`config.mk`:
```
export PLATFORM = sky130hd
export DESIGN_NAME = fetch_unit
export DESIGN_NICKNAME = d
export VERILOG_FILES = /design/src/rtl/fetch_unit.sv
export SDC_FILE = /design/constraint.sdc
export NUM_CORES = 1
export LEC_CHECK = 0
export CORE_MARGIN = 2
export CORE_UTILIZATION = 25
export CTS_CLUSTER_DIAMETER = 80
export DETAILED_ROUTE_END_ITERATION = 10
export GPL_TIMING_DRIVEN = 1
export PLACE_DENSITY_LB_ADDON = 0.3
export SYNTH_ARGS = -nofsm -noshare
export SYNTH_HDL_FRONTEND = slang
export SYNTH_SLANG_ARGS = --single-unit
```
`constraint.sdc`:
```
create_clock -name clk -period 2.05 [get_ports clk]
set_clock_uncertainty 0.15 [all_clocks]
set_input_delay 0.205 -clock clk [delete_from_list [all_inputs] [get_ports clk]]
set_output_delay 0.205 -clock clk [all_outputs]
set_load 0.01 [all_outputs]
```
`src/rtl/fetch_unit.sv`:
```
// fetch_unit: PC owner issuing imem word reads into a 2-entry FIFO feeding decode
module fetch_unit #(
  parameter int ADDR_W = 16,
  parameter int INSTR_W = 32,
  parameter logic [ADDR_W-1:0] RESET_PC = '0
) (
  input  logic               clk,
  input  logic               rst_n,
  output logic               imem_req,
  output logic [ADDR_W-1:0]  imem_addr,
  input  logic               imem_ack,
  input  logic [INSTR_W-1:0] imem_rdata,
  output logic               instr_valid,
  input  logic               instr_ready,
  output logic [INSTR_W-1:0] instr,
  output logic [ADDR_W-1:0]  instr_pc,
  output logic [5:0]         opcode,
  input  logic               redirect,
  input  logic [ADDR_W-1:0]  redirect_pc,
  input  logic               halt,
  output logic               halted
);
  typedef enum logic [1:0] {IDLE, WAIT, DROP, HALT} state_t;
  state_t state, state_d;
  logic [ADDR_W-1:0] pc, pc_d, addr_d, pc_inc;
  logic req_d;
  logic [INSTR_W-1:0] buf_i [2];
  logic [ADDR_W-1:0] buf_p [2];
  logic hd;
  logic [1:0] count;
  logic pop, push, space;
  assign instr_valid = count != 2'd0;
  assign instr = buf_i[hd];
  assign instr_pc = buf_p[hd];
  assign opcode = instr[INSTR_W-1 -: 6];
  assign halted = state == HALT;
  assign pop = instr_valid & instr_ready;
  assign push = (state == WAIT) & imem_ack & !redirect;
  assign space = (count == 2'd0) | ((count == 2'd1) & pop);
  assign pc_inc = pc + ADDR_W'(1);
  // next-state, next pc and next request; a redirect always reloads the pc
  always_comb begin
    state_d = state;
    pc_d = redirect ? redirect_pc : pc;
    req_d = imem_req;
    addr_d = imem_addr;
    case (state)
      IDLE: begin
        if (halt) state_d = HALT;
        else if (!redirect && count != 2'd2) begin
          req_d = 1'b1;
          addr_d = pc;
          state_d = WAIT;
        end
      end
      WAIT: begin
        if (imem_ack && redirect) begin
          req_d = 1'b0;
          state_d = IDLE;
        end else if (imem_ack) begin
          pc_d = pc_inc;
          req_d = space & !halt;
          addr_d = (space & !halt) ? pc_inc : imem_addr;
          state_d = (space & !halt) ? WAIT : halt ? HALT : IDLE;
        end else if (redirect) state_d = DROP;
      end
      DROP: begin
        if (imem_ack) begin
          req_d = 1'b0;
          state_d = halt ? HALT : IDLE;
        end
      end
      default: state_d = halt ? HALT : IDLE;
    endcase
  end
  // state, pc and the registered memory request
  always_ff @(posedge clk or negedge rst_n)
    if (!rst_n) begin
      state <= IDLE;
      pc <= RESET_PC;
      imem_req <= 1'b0;
      imem_addr <= RESET_PC;
    end else begin
      state <= state_d;
      pc <= pc_d;
      imem_req <= req_d;
      imem_addr <= addr_d;
    end
  // instruction FIFO; a redirect flushes it even when a pop coincides
  always_ff @(posedge clk or negedge rst_n)
    if (!rst_n) begin
      buf_i[0] <= '0;
      buf_i[1] <= '0;
      buf_p[0] <= '0;
      buf_p[1] <= '0;
      hd <= 1'b0;
      count <= 2'd0;
    end else begin
      if (push) begin
        buf_i[hd ^ count[0]] <= imem_rdata;
        buf_p[hd ^ count[0]] <= imem_addr;
      end
      if (pop) hd <= ~hd;
      count <= redirect ? 2'd0 : count + {1'b0, push} - {1'b0, pop};
    end
endmodule

```
### After elaboration in Yosys (flattened, before gate mapping)

Cells that the tools add are included.

| operators by class | value |
|---|---|
| mux-type cells | 38 |
| equal/unequal tests | 14 |
| order comparisons | 3 |
| reduce and logical (&&, ||, !) cells | 13 |
| add/subtract/negate cells | 3 |
| bitwise operators | 10 |

Operators with widths:

| kind | count |
|---|---|
| 16-bit two-way mux | 13 |
| 32-bit two-way mux | 4 |
| 64-bit bitwise mux | 1 |
| 32-bit bitwise mux | 1 |
| 32-bit demux with 1-bit select | 1 |
| 16-bit case mux with 2 select lines | 1 |
| 2-bit two-way mux | 9 |
| 16-bit by 1-bit adder with 16-bit output, second input constant | 1 |
| 16-bit demux with 1-bit select | 1 |
| 2-bit inequality test, second input constant | 6 |
| 2-bit case mux with 3 select lines | 1 |
| 6-bit AND reduction | 1 |
| 1-bit bitwise AND | 5 |
| 1-bit two-way mux | 5 |
| 5-bit AND reduction | 1 |
| 2-bit by 1-bit equality test with 1-bit output, second input constant | 2 |
| 2-bit equality test, second input constant | 2 |
| 2-bit >= comparator, second input constant | 2 |
| 2-bit logical NOT | 2 |
| 4-bit by 3-bit inequality test with 1-bit output, second input constant | 1 |
| 1-bit NOT with 2-bit output | 2 |
| 2-bit nonzero test | 2 |
| 1-bit logical AND | 3 |
| 3-bit by 2-bit inequality test with 1-bit output, second input constant | 1 |
| 12 further kinds | 13 |

| word-level totals | value |
|---|---|
| register bits | 134 |
| word-level logic and storage cells | 91 |

### Depth between registers and ports, before layout

Gate-level depths: netlist of run 1.

| depth | value |
|---|---|
| depth in word-level cells | 9 |
| mapped depth | 11 |
| depth with buffers taken out | 10 |

### Least setup slack after synthesis of run 1

No wires, ideal clock.

| timing path | value |
|---|---|
| kind | register to register |
| from | register state[1] |
| to | register imem_addr[0] |
| data arrival time | 1.967 ns |
| buffers on the path | 3 |
| data required time | 1.775 ns |
| clock period less this slack | 2.241 ns |
| library setup time | 0.125 ns |
| stages on the path, launching flop included | 10 |
| slack | -0.191 ns |
| path through | dfrtp_1 inv_1 ha_1 buf_2 nor2b_1 a32o_1 and3_1 buf_2 buf_4 mux2_2 |

| between the ends | value |
|---|---|
| word-level cells in the longest chain between the ends | 3 |
| elaborated cells on any way between the ends | 10 |
| classes of those cells | eq/ne (6); mux (1); reduce/logical (3) |

Ends and longest elaborated chain:

| item | line | text |
|---|---|---|
| start: declaration | 24 | `state_t state, state_d;` |
| start signal: assignment | 84 | `state <= state_d;` |
| 2-bit by 1-bit equality test with 1-bit output or 2-bit logical NOT (tied branches) | 47 | `case (state)` |
| 2-bit by 1-bit inequality test with 1-bit output (no source line) (tied with other cells) | - |  |
| 6-bit AND reduction (no source line) | - |  |
| end signal: assignment | 87 | `imem_addr <= addr_d;` |
| end: declaration | 10 | `output logic [ADDR_W-1:0] imem_addr,` |

Parallel ways exist; a longest one is shown, timed or not.
A chain may end at the register's enable or synchronous reset.

### Worst setup path in the final report of run 1

| timing path | value |
|---|---|
| from | register state[1] |
| to | register pc[15] |

| between the ends | value |
|---|---|
| word-level cells in the longest chain between the ends | 2 |

Ends and longest elaborated chain:

| item | line | text |
|---|---|---|
| 2-bit by 1-bit equality test with 1-bit output | 47 |  |
| 16-bit two-way mux | 47 |  |
| via pc_d[15] | 25 | `logic [ADDR_W-1:0] pc, pc_d, addr_d, pc_inc;` |
| end signal: assignment | 85 | `pc <= pc_d;` |
| end: declaration | 25 |  |

The timed path passes the listed nets, and every way through them passes these cells.

==> metrics.log, run 1 <==
INFO  metric drive_above_1_share = 50.07%
INFO  metric maxCapViolCount = 0
INFO  metric period_minus_ws_final = 2.084 ns
INFO  metric yosys.cell_types.count = 40
INFO  metric setup.worst_path.start_class = flop
INFO  metric gpl.final_weighted_congestion = 0.8306
INFO  metric clk_path_buf_depth = 2
INFO  metric final_cell_mix = sky130_fd_sc_hd__mux2_2, sky130_fd_sc_hd__dfrtp_1, sky130_fd_sc_hd__clkdlybuf4s50_1, sky130_fd_sc_hd__buf_4, sky130_fd_sc_hd__clkbuf_2
INFO  metric floorplan.rows = 58
INFO  metric instances_no_fill = 1,027
INFO  metric grt_max_degree = 58
INFO  metric syn_nets = 561
INFO  metric grt.total_usage = 12.39%
INFO  metric htreeDepth = 4
INFO  metric critical_path_class = reg2reg
INFO  metric final.setup.worst_slack = -0.03387 ns
INFO  metric grt_first_pass_wirelength = 25.87 mm
INFO  metric dieHeight = 164.1 µm
INFO  metric number_of_antenna_diodes = 0
INFO  metric placedCellCount = 971
INFO  metric place_ws = -0.2375 ns
INFO  metric hpwlAfterDp = 11.58 mm
INFO  metric globalRoute.totalOverflow = 0
INFO  metric crit_path_max_fanout = 6
INFO  metric worst_ep_required_time = 2.25 ns
INFO  metric end_kind = flop
INFO  metric area.growth.synth_to_final = 44.52%
INFO  metric startpoint_of_the_lowest_slack_register_to_register_path = state[1]
INFO  metric timing.max_slew.rel_slack = 72.33%
INFO  metric clock.fmax = 0.4799 GHz
INFO  metric tritoncts = done
INFO  metric layout_worst_path_cycle_share = 101.7%
INFO  metric post_route_ant_nets = 0
INFO  metric first_iter_violations = 215
INFO  metric timing.reg2reg.setup_slack = -0.03 ns
INFO  metric detail_route.vias_per_cell = 4.462
INFO  metric finalNetCount = 745
INFO  metric cts_inserted_buffers = 17
INFO  metric outcome = finished, violations left
INFO  metric cp-endpoint = pc[15]
INFO  metric critical_path_arrival = 2.28 ns
INFO  metric clock_insertion_delay_worst_skew = 0.41 ns
INFO  metric drv_slew = 0
INFO  metric coreArea = 25,180 µm²
INFO  metric synth-seq-area-share = 52.33%
INFO  metric placement.io_buffers = 126
INFO  metric via_count_of_the_first_global_routing_pass = 4,761
INFO  metric pwr_density = 1536 nW/µm²
INFO  metric yosys_warnings = 0
INFO  metric finish.utilization = 36.77%
INFO  metric drc = 0
INFO  metric critical_path.startpoint = state[1]
INFO  metric ports_placed_on_the_boundary = 127
INFO  metric routedWlPerCell = 16.38 µm
INFO  metric setup_repair_after_global_routing_missed_its_margin = true
INFO  metric die_width = 164.1 µm
INFO  metric reg_clk_slew_reported_paths = 0.06 ns
INFO  metric fin_worst_hold_slack = 0.1425 ns
INFO  metric drt-total-wl = 16.83 mm
INFO  metric cts_sinks = 134
INFO  metric die-area = 26,930 µm²
INFO  metric flops_latches_synth = 134
INFO  metric violations = setup timing
INFO  metric report.final.setup_viol = 2
INFO  metric r2r_cells = 7
INFO  metric initial_utilization = 25.44%
INFO  metric synthesis.area = 6407 µm²
INFO  metric cts.root.buffer_cell = sky130_fd_sc_hd__clkbuf_16
INFO  metric r2r_end = pc[15]
INFO  metric worst_ir_drop_vdd = 709.7 µV
INFO  metric total_number_of_vias = 4,582
INFO  metric tightestPinTransition = 0.4151 ns
INFO  metric drt-pass1-iter-count = 4
INFO  metric hold_viol = 0
INFO  metric synthesized_area_per_cell = 12.81 µm²
INFO  metric antenna_found_initial = 0
INFO  metric worst_hold_path_type = in2async
INFO  metric final_common_cell = sky130_fd_sc_hd__mux2_2
INFO  metric syn-instance-count = 500
INFO  metric power.static_leakage = 4.017 nW
cells by family after synthesis:
logic type | share of synthesized area [%]
xor gates and xnor gates | 3.691
AOI/OAI and AO/OA | 3.144
muxes | 28.39
and+or+nand+nor | 7.655
adders and majority gates | 1.367
DFF | 52.33
buffers and inverters | 3.417
power breakdown:
part           switching, mW  leakage (nW)  internal, mW
Sequential             0.721          1.64          3.83
Combinational           2.75          2.12          4.03
Clock                   1.20         0.263          1.68
Total                   4.68          4.02          9.55
state kept, by name (all words and copies together) (netlist names):
signal	count
imem_req	1
imem_addr	16
buf_p	32
state	2
count	2
buf_i	64
hd	1
pc	16
worst max-delay path, cell delays in order (launching register included):
cell and delay, ns:
sky130_fd_sc_hd__dfrtp_1 0.39, sky130_fd_sc_hd__inv_2 0.09, sky130_fd_sc_hd__ha_4 0.16, sky130_fd_sc_hd__buf_12 0.12, sky130_fd_sc_hd__nand2_4 0.04, sky130_fd_sc_hd__or4_4 0.51, sky130_fd_sc_hd__or4_4 0.50, sky130_fd_sc_hd__nand3_2 0.07
timing repair:
item	in CTS	in global routing
hold buffers	1	0
setup buffers	12	7
cloned	3	4
pin swaps	2	9
endpoints found under the hold margin	109	0
resized for setup	185	64
setup endpoints to repair	153	94
worst min-delay path by stage:
stage	from	end	slack [ns]	cells past startpoint
2_1_floorplan	rst_n	buf_i[0]	-0.24	0
3_3_place_gp	rst_n	buf_i[61]	-0.007	1
3_5_place_dp	rst_n	buf_i[61]	0.003	1
4_1_cts	rst_n	buf_p[17]	0.16	2
5_1_grt	rst_n	buf_p[17]	0.19	2
6_report	rst_n	buf_p[17]	0.14	2
layout make-up:
| cell class | count | area [µm²] |
|---|---|---|
| Clock buffer | 18 | 429.2 |
| Clock inverter | 14 | 127.6 |
| Fill cell | 2452 | 15920 |
| Inverter | 8 | 32.53 |
| Multi-Input combinational cell | 323 | 3053 |
| Sequential cell | 134 | 3356 |
| Tap cell | 330 | 412.9 |
| Timing Repair Buffer | 200 | 1849 |
stage by stage:
stage	setup TNS [ns]	power, mW	area [µm²]
after floorplan	-0.1541	8.015	6467
after global placement	-8.438	10.94	8401
after detailed placement	-14.10	11.13	8401
after CTS	-0.6046	14.40	9235
after global routing	-0.6686	15.13	9260
final	-0.03531	14.22	9260
metal layers:
metal	GRT usage (%)	vias to the layer above	part of all wire [%]	routed length, µm
met1	16.32	2303	46	7817
met4	4.346	0	1.3	214
met5	0	-	0	0
li1	-	2142	-	-
met2	19.80	120	47	7943
met3	3.056	17	5.0	849
cells in the mapped netlist:
| cell type | instances | area (µm²) |
|---|---|---|
| sky130_fd_sc_hd__and2b_1 | 1 | 7.510 |
| sky130_fd_sc_hd__o21ai_0 | 20 | 100.1 |
| sky130_fd_sc_hd__buf_1 | 5 | 18.77 |
| sky130_fd_sc_hd__nor3_1 | 5 | 25.02 |
| sky130_fd_sc_hd__a32o_1 | 1 | 10.01 |
| sky130_fd_sc_hd__xor2_1 | 12 | 105.1 |
| sky130_fd_sc_hd__a31oi_1 | 4 | 25.02 |
| sky130_fd_sc_hd__dfrtp_1 | 134 | 3353 |
| sky130_fd_sc_hd__buf_2 | 12 | 60.06 |
| sky130_fd_sc_hd__or4_4 | 1 | 11.26 |
| sky130_fd_sc_hd__and2_1 | 1 | 6.260 |
| sky130_fd_sc_hd__nand3b_1 | 1 | 7.510 |
| sky130_fd_sc_hd__a311o_1 | 1 | 10.01 |
| sky130_fd_sc_hd__buf_4 | 8 | 60.06 |
| sky130_fd_sc_hd__a21o_1 | 1 | 7.510 |
| sky130_fd_sc_hd__and3_1 | 1 | 6.260 |
| sky130_fd_sc_hd__clkbuf_2 | 1 | 5.000 |
| sky130_fd_sc_hd__a21oi_1 | 8 | 40.04 |
| sky130_fd_sc_hd__and3_2 | 1 | 7.510 |
| sky130_fd_sc_hd__inv_1 | 8 | 30.03 |
| sky130_fd_sc_hd__xnor2_1 | 15 | 131.4 |
| sky130_fd_sc_hd__or2_2 | 1 | 6.260 |
| sky130_fd_sc_hd__nand2_2 | 1 | 6.260 |
| sky130_fd_sc_hd__nand3_2 | 1 | 10.01 |
| sky130_fd_sc_hd__nand2_1 | 21 | 78.83 |
| sky130_fd_sc_hd__clkbuf_1 | 9 | 33.78 |
| sky130_fd_sc_hd__nand4_1 | 7 | 43.79 |
| sky130_fd_sc_hd__or3_1 | 1 | 6.260 |
| sky130_fd_sc_hd__nand3_1 | 15 | 75.07 |
| sky130_fd_sc_hd__mux2i_1 | 4 | 40.04 |
| sky130_fd_sc_hd__nand2b_1 | 2 | 12.51 |
| sky130_fd_sc_hd__and4_1 | 2 | 17.52 |
| sky130_fd_sc_hd__o31a_1 | 1 | 8.760 |
| sky130_fd_sc_hd__nor2_1 | 8 | 30.03 |
| sky130_fd_sc_hd__nor4_1 | 6 | 37.54 |
| sky130_fd_sc_hd__mux2_2 | 158 | 1779 |
| sky130_fd_sc_hd__nor2b_1 | 8 | 50.05 |
| sky130_fd_sc_hd__ha_1 | 7 | 87.58 |
| sky130_fd_sc_hd__or4_1 | 6 | 45.04 |
| sky130_fd_sc_hd__buf_6 | 1 | 11.26 |
(Power assumes the default switching activity.)
==> inputs of run 2 (changes only) <==
--- a/config.mk
+++ b/config.mk
@@ -5,6 +5,7 @@
 export SDC_FILE = /design/constraint.sdc
 export NUM_CORES = 1
 export LEC_CHECK = 0
+export ABC_AREA = 1
 export CORE_MARGIN = 2
 export CORE_UTILIZATION = 25
 export CTS_CLUSTER_DIAMETER = 80
==> run 2 against run 1 <==
  * The flow now finishes without violations
  * Via count up 26%
  * Final area down 3.4%
  * Die area up 2.9%
  * Highest routed layer unchanged
==> metrics.log, run 2 <==
INFO  metric placement.io_buffers = 126
INFO  metric largest_register_ffs = 64
INFO  metric switching_power = 5.322 mW
INFO  metric top_flip_flop_cell_by_instance_count_after_synthesis = sky130_fd_sc_hd__dfrtp_1
INFO  metric floorplan.rows = 59
INFO  metric cts_inserted_buffers = 17
INFO  metric tightestPinTransition = 0.4891 ns
INFO  metric async_reset_ff_share = 100.0%
INFO  metric worst_ep_required_time = 1.69 ns
INFO  metric total_number_of_vias = 5,789
INFO  metric synthDominantAreaCellType = sky130_fd_sc_hd__dfrtp_1
INFO  metric worst_ir_drop_vdd = 538.7 µV
INFO  metric yosys.cell_types.count = 30
INFO  metric synth-edff-count = 0
INFO  metric synthesized_area_per_cell = 7.608 µm²
INFO  metric detail_route.vias_per_cell = 4.307
INFO  metric critical_path_arrival = 1.62 ns
INFO  metric final.fill_count = 2,786
INFO  metric crit_path_max_incr_delay = 0.45 ns
INFO  metric crit_path_max_fanout = 13
INFO  metric cpMostUsedCell = sky130_fd_sc_hd__nand2_1
INFO  metric netSwitchingFraction = 38.82%
INFO  metric clk_path_buf_depth = 2
INFO  metric grt_first_pass_wirelength = 29.33 mm
INFO  metric cts.root.buffer_cell = sky130_fd_sc_hd__clkbuf_16
INFO  metric grt.total_usage = 13.23%
INFO  metric drc = 0
INFO  metric routedWlPerCell = 13.48 µm
INFO  metric report.final.setup_viol = 0
INFO  metric final_cell_area = 8944 µm²
INFO  metric htreeDepth = 4
INFO  metric area.growth.synth_to_final = 35.58%
INFO  metric placedInstanceArea = 8366 µm²
INFO  metric clock_insertion_delay_worst_skew = 0.41 ns
INFO  metric number_of_antenna_diodes = 0
INFO  metric ports_placed_on_the_boundary = 127
INFO  metric layout_worst_path_cycle_share = 96.19%
INFO  metric cts_sinks = 134
INFO  metric placedCellCount = 1,307
INFO  metric drt-pass1-iter-count = 8
INFO  metric power.static_leakage = 4.594 nW
INFO  metric first_iter_violations = 441
INFO  metric crit_path_cell_trace = inv_6 > bufbuf_16 > nand2_1 > nand2_1 > dlygate4sd2_1
INFO  metric syn_nets = 928
INFO  metric coreArea = 25,980 µm²
INFO  metric finalNetCount = 1,059
INFO  metric tritoncts = done
INFO  metric die-area = 27,700 µm²
INFO  metric dieHeight = 166.4 µm
INFO  metric flops_latches_synth = 134
INFO  metric final_common_cell = sky130_fd_sc_hd__nand2_1
INFO  metric antenna_found_initial = 0
INFO  metric synth-seq-area-share = 50.83%
INFO  metric setup_repair_after_global_routing_missed_its_margin = true
INFO  metric clock.fmax = 0.5072 GHz
INFO  metric critical_path_class = reg2out
INFO  metric instances_no_fill = 1,344
INFO  metric reg_clk_slew_reported_paths = 0.06 ns
INFO  metric largest_registers = buf_i: 64 flops, buf_p: 32 flops
INFO  metric p_comb_share = 45.3%
INFO  metric setup.worst_path.start_class = flop
INFO  metric grt_max_degree = 50
INFO  metric gpl.final_weighted_congestion = 0.8262
INFO  metric final_cell_mix = sky130_fd_sc_hd__nand2_1, sky130_fd_sc_hd__dfrtp_1, sky130_fd_sc_hd__inv_1, sky130_fd_sc_hd__o21ai_0, sky130_fd_sc_hd__clkdlybuf4s50_1
INFO  metric drt-total-wl = 18.12 mm
INFO  metric maxCapViolCount = 0
INFO  metric period_minus_ws_final = 1.972 ns
INFO  metric globalRoute.totalOverflow = 0
INFO  metric clock_network_fraction_of_total_power = 21.3%
INFO  metric via_count_of_the_first_global_routing_pass = 5,357
INFO  metric post_route_ant_nets = 0
INFO  metric netlist.area_leader.share = 50.83%
INFO  metric pwr_density = 1533 nW/µm²
INFO  metric initial_utilization = 25.39%
INFO  metric power_report.internal_total = 8.386 mW
INFO  metric end_kind = output pin
INFO  metric hold_viol = 0
INFO  metric crit_path_top_delay_cell = sky130_fd_sc_hd__dfrtp_2
INFO  metric ys_top_cells_by_count = sky130_fd_sc_hd__nand2_1, sky130_fd_sc_hd__dfrtp_1, sky130_fd_sc_hd__inv_1, sky130_fd_sc_hd__o21ai_0, sky130_fd_sc_hd__nand3_1
INFO  metric timing.max_slew.rel_slack = 67.40%
INFO  metric yosys.cell_count.top_type = sky130_fd_sc_hd__nand2_1
INFO  metric drv_slew = 0
INFO  metric outcome = completed
INFO  metric regMostFlops = buf_i
INFO  metric worst_hold_path_type = in2async
INFO  metric drive_above_1_share = 8.920%
INFO  metric synth_top_cells_by_area = sky130_fd_sc_hd__dfrtp_1, sky130_fd_sc_hd__nand2_1, sky130_fd_sc_hd__o21ai_0
INFO  metric hpwlAfterDp = 12.66 mm
INFO  metric synthesis.area = 6596 µm²
INFO  metric seqPwrFrac = 33.4%
INFO  metric syn-instance-count = 867
INFO  metric yosys_warnings = 0
INFO  metric die_width = 166.4 µm
## run 2: cell families after synthesis
group / share of synthesized area (%)
AND/OR/NAND/NOR: 27.01
AO/OA/AOI/OAI: 10.81
XOR/XNOR: 0.9295
buffers and inverters: 9.086
flip-flops: 50.83
adder cells (fa/ha/maj): 1.328
## run 2: worst paths after layout
path | start | endpoint | slack, ns | depth (start not counted)
setup / recovery | hd | instr[21] | 0.08 | 5
hold / removal | rst_n | buf_i[54] | 0.15 | 2
setup reg to reg | hd | buf_p[13] | 0.12 | 7
hold reg to reg | imem_req | imem_req | 0.33 | 2
max in group asynchronous | rst_n | buf_i[33] | 0.99 | 3
min in group clk | imem_rdata[27] | buf_i[27] | 0.21 | 3
## run 2: power by group through the flow
stage	logic, mW	clock network [mW]	registers (mW)
final	6.21	2.92	4.58
after global routing	7.00	3.15	4.74
after CTS	6.34	3.02	4.58
after detailed placement	6.58	0	4.61
after global placement	6.51	0	4.60
after floorplan	3.52	0	4.46
## run 2: layout make-up
class / instances / area (µm²) / area share [%]
repair buffers: 162 / 1604 / 17.94
clock buffers: 22 / 454.2 / 5.078
inverters: 88 / 337.8 / 3.777
flip-flops and latches: 134 / 3354 / 37.51
clock inverters: 8 / 102.6 / 1.147
multi-input cells: 595 / 2671 / 29.87
well taps: 335 / 419.2 / 4.687
## run 2: per-layer routing
metal	global-route usage, %	up-vias	wire (µm)
met5	0	-	0
met4	2.924	0	57
met3	3.802	4	1102
met2	20.18	163	8161
met1	18.65	2653	8798
li1	-	2969	-
## run 2: critical path: cells and delay by family (launching register included)
| kind | cells | cell delay (ns) |
|---|---|---|
| buffers and inverters | 3 | 0.65 |
| flip-flops | 1 | 0.45 |
| AND/OR/NAND/NOR | 2 | 0.10 |
## run 2: timing repair
item / in CTS / in global routing
endpoints found under the setup margin: 54 / 82
buffers inserted: 5 / 0
gates resized for setup: 73 / 19
pin swaps: 0 / 1
cloned: 1 / 0
endpoints found under the hold margin: 45 / 0
hold buffers: 1 / 0
## run 2: stage by stage
| step | utilization (%) | TNS [ns] | hold slack [ns] | total power, mW | setup WS, ns |
|---|---|---|---|---|---|
| after global placement | 32.19 | 0 | 0.03685 | 11.11 | 0.07239 |
| after CTS | 34.53 | 0 | 0.1573 | 13.95 | 0.006615 |
| after detailed placement | 32.19 | 0 | 0.03432 | 11.19 | 0.07792 |
| final | 34.42 | 0 | 0.1544 | 13.71 | 0.07821 |
| after global routing | 34.42 | -0.06416 | 0.1901 | 14.88 | -0.02122 |
| after floorplan | - | 0 | -0.2406 | 7.984 | 0.02957 |
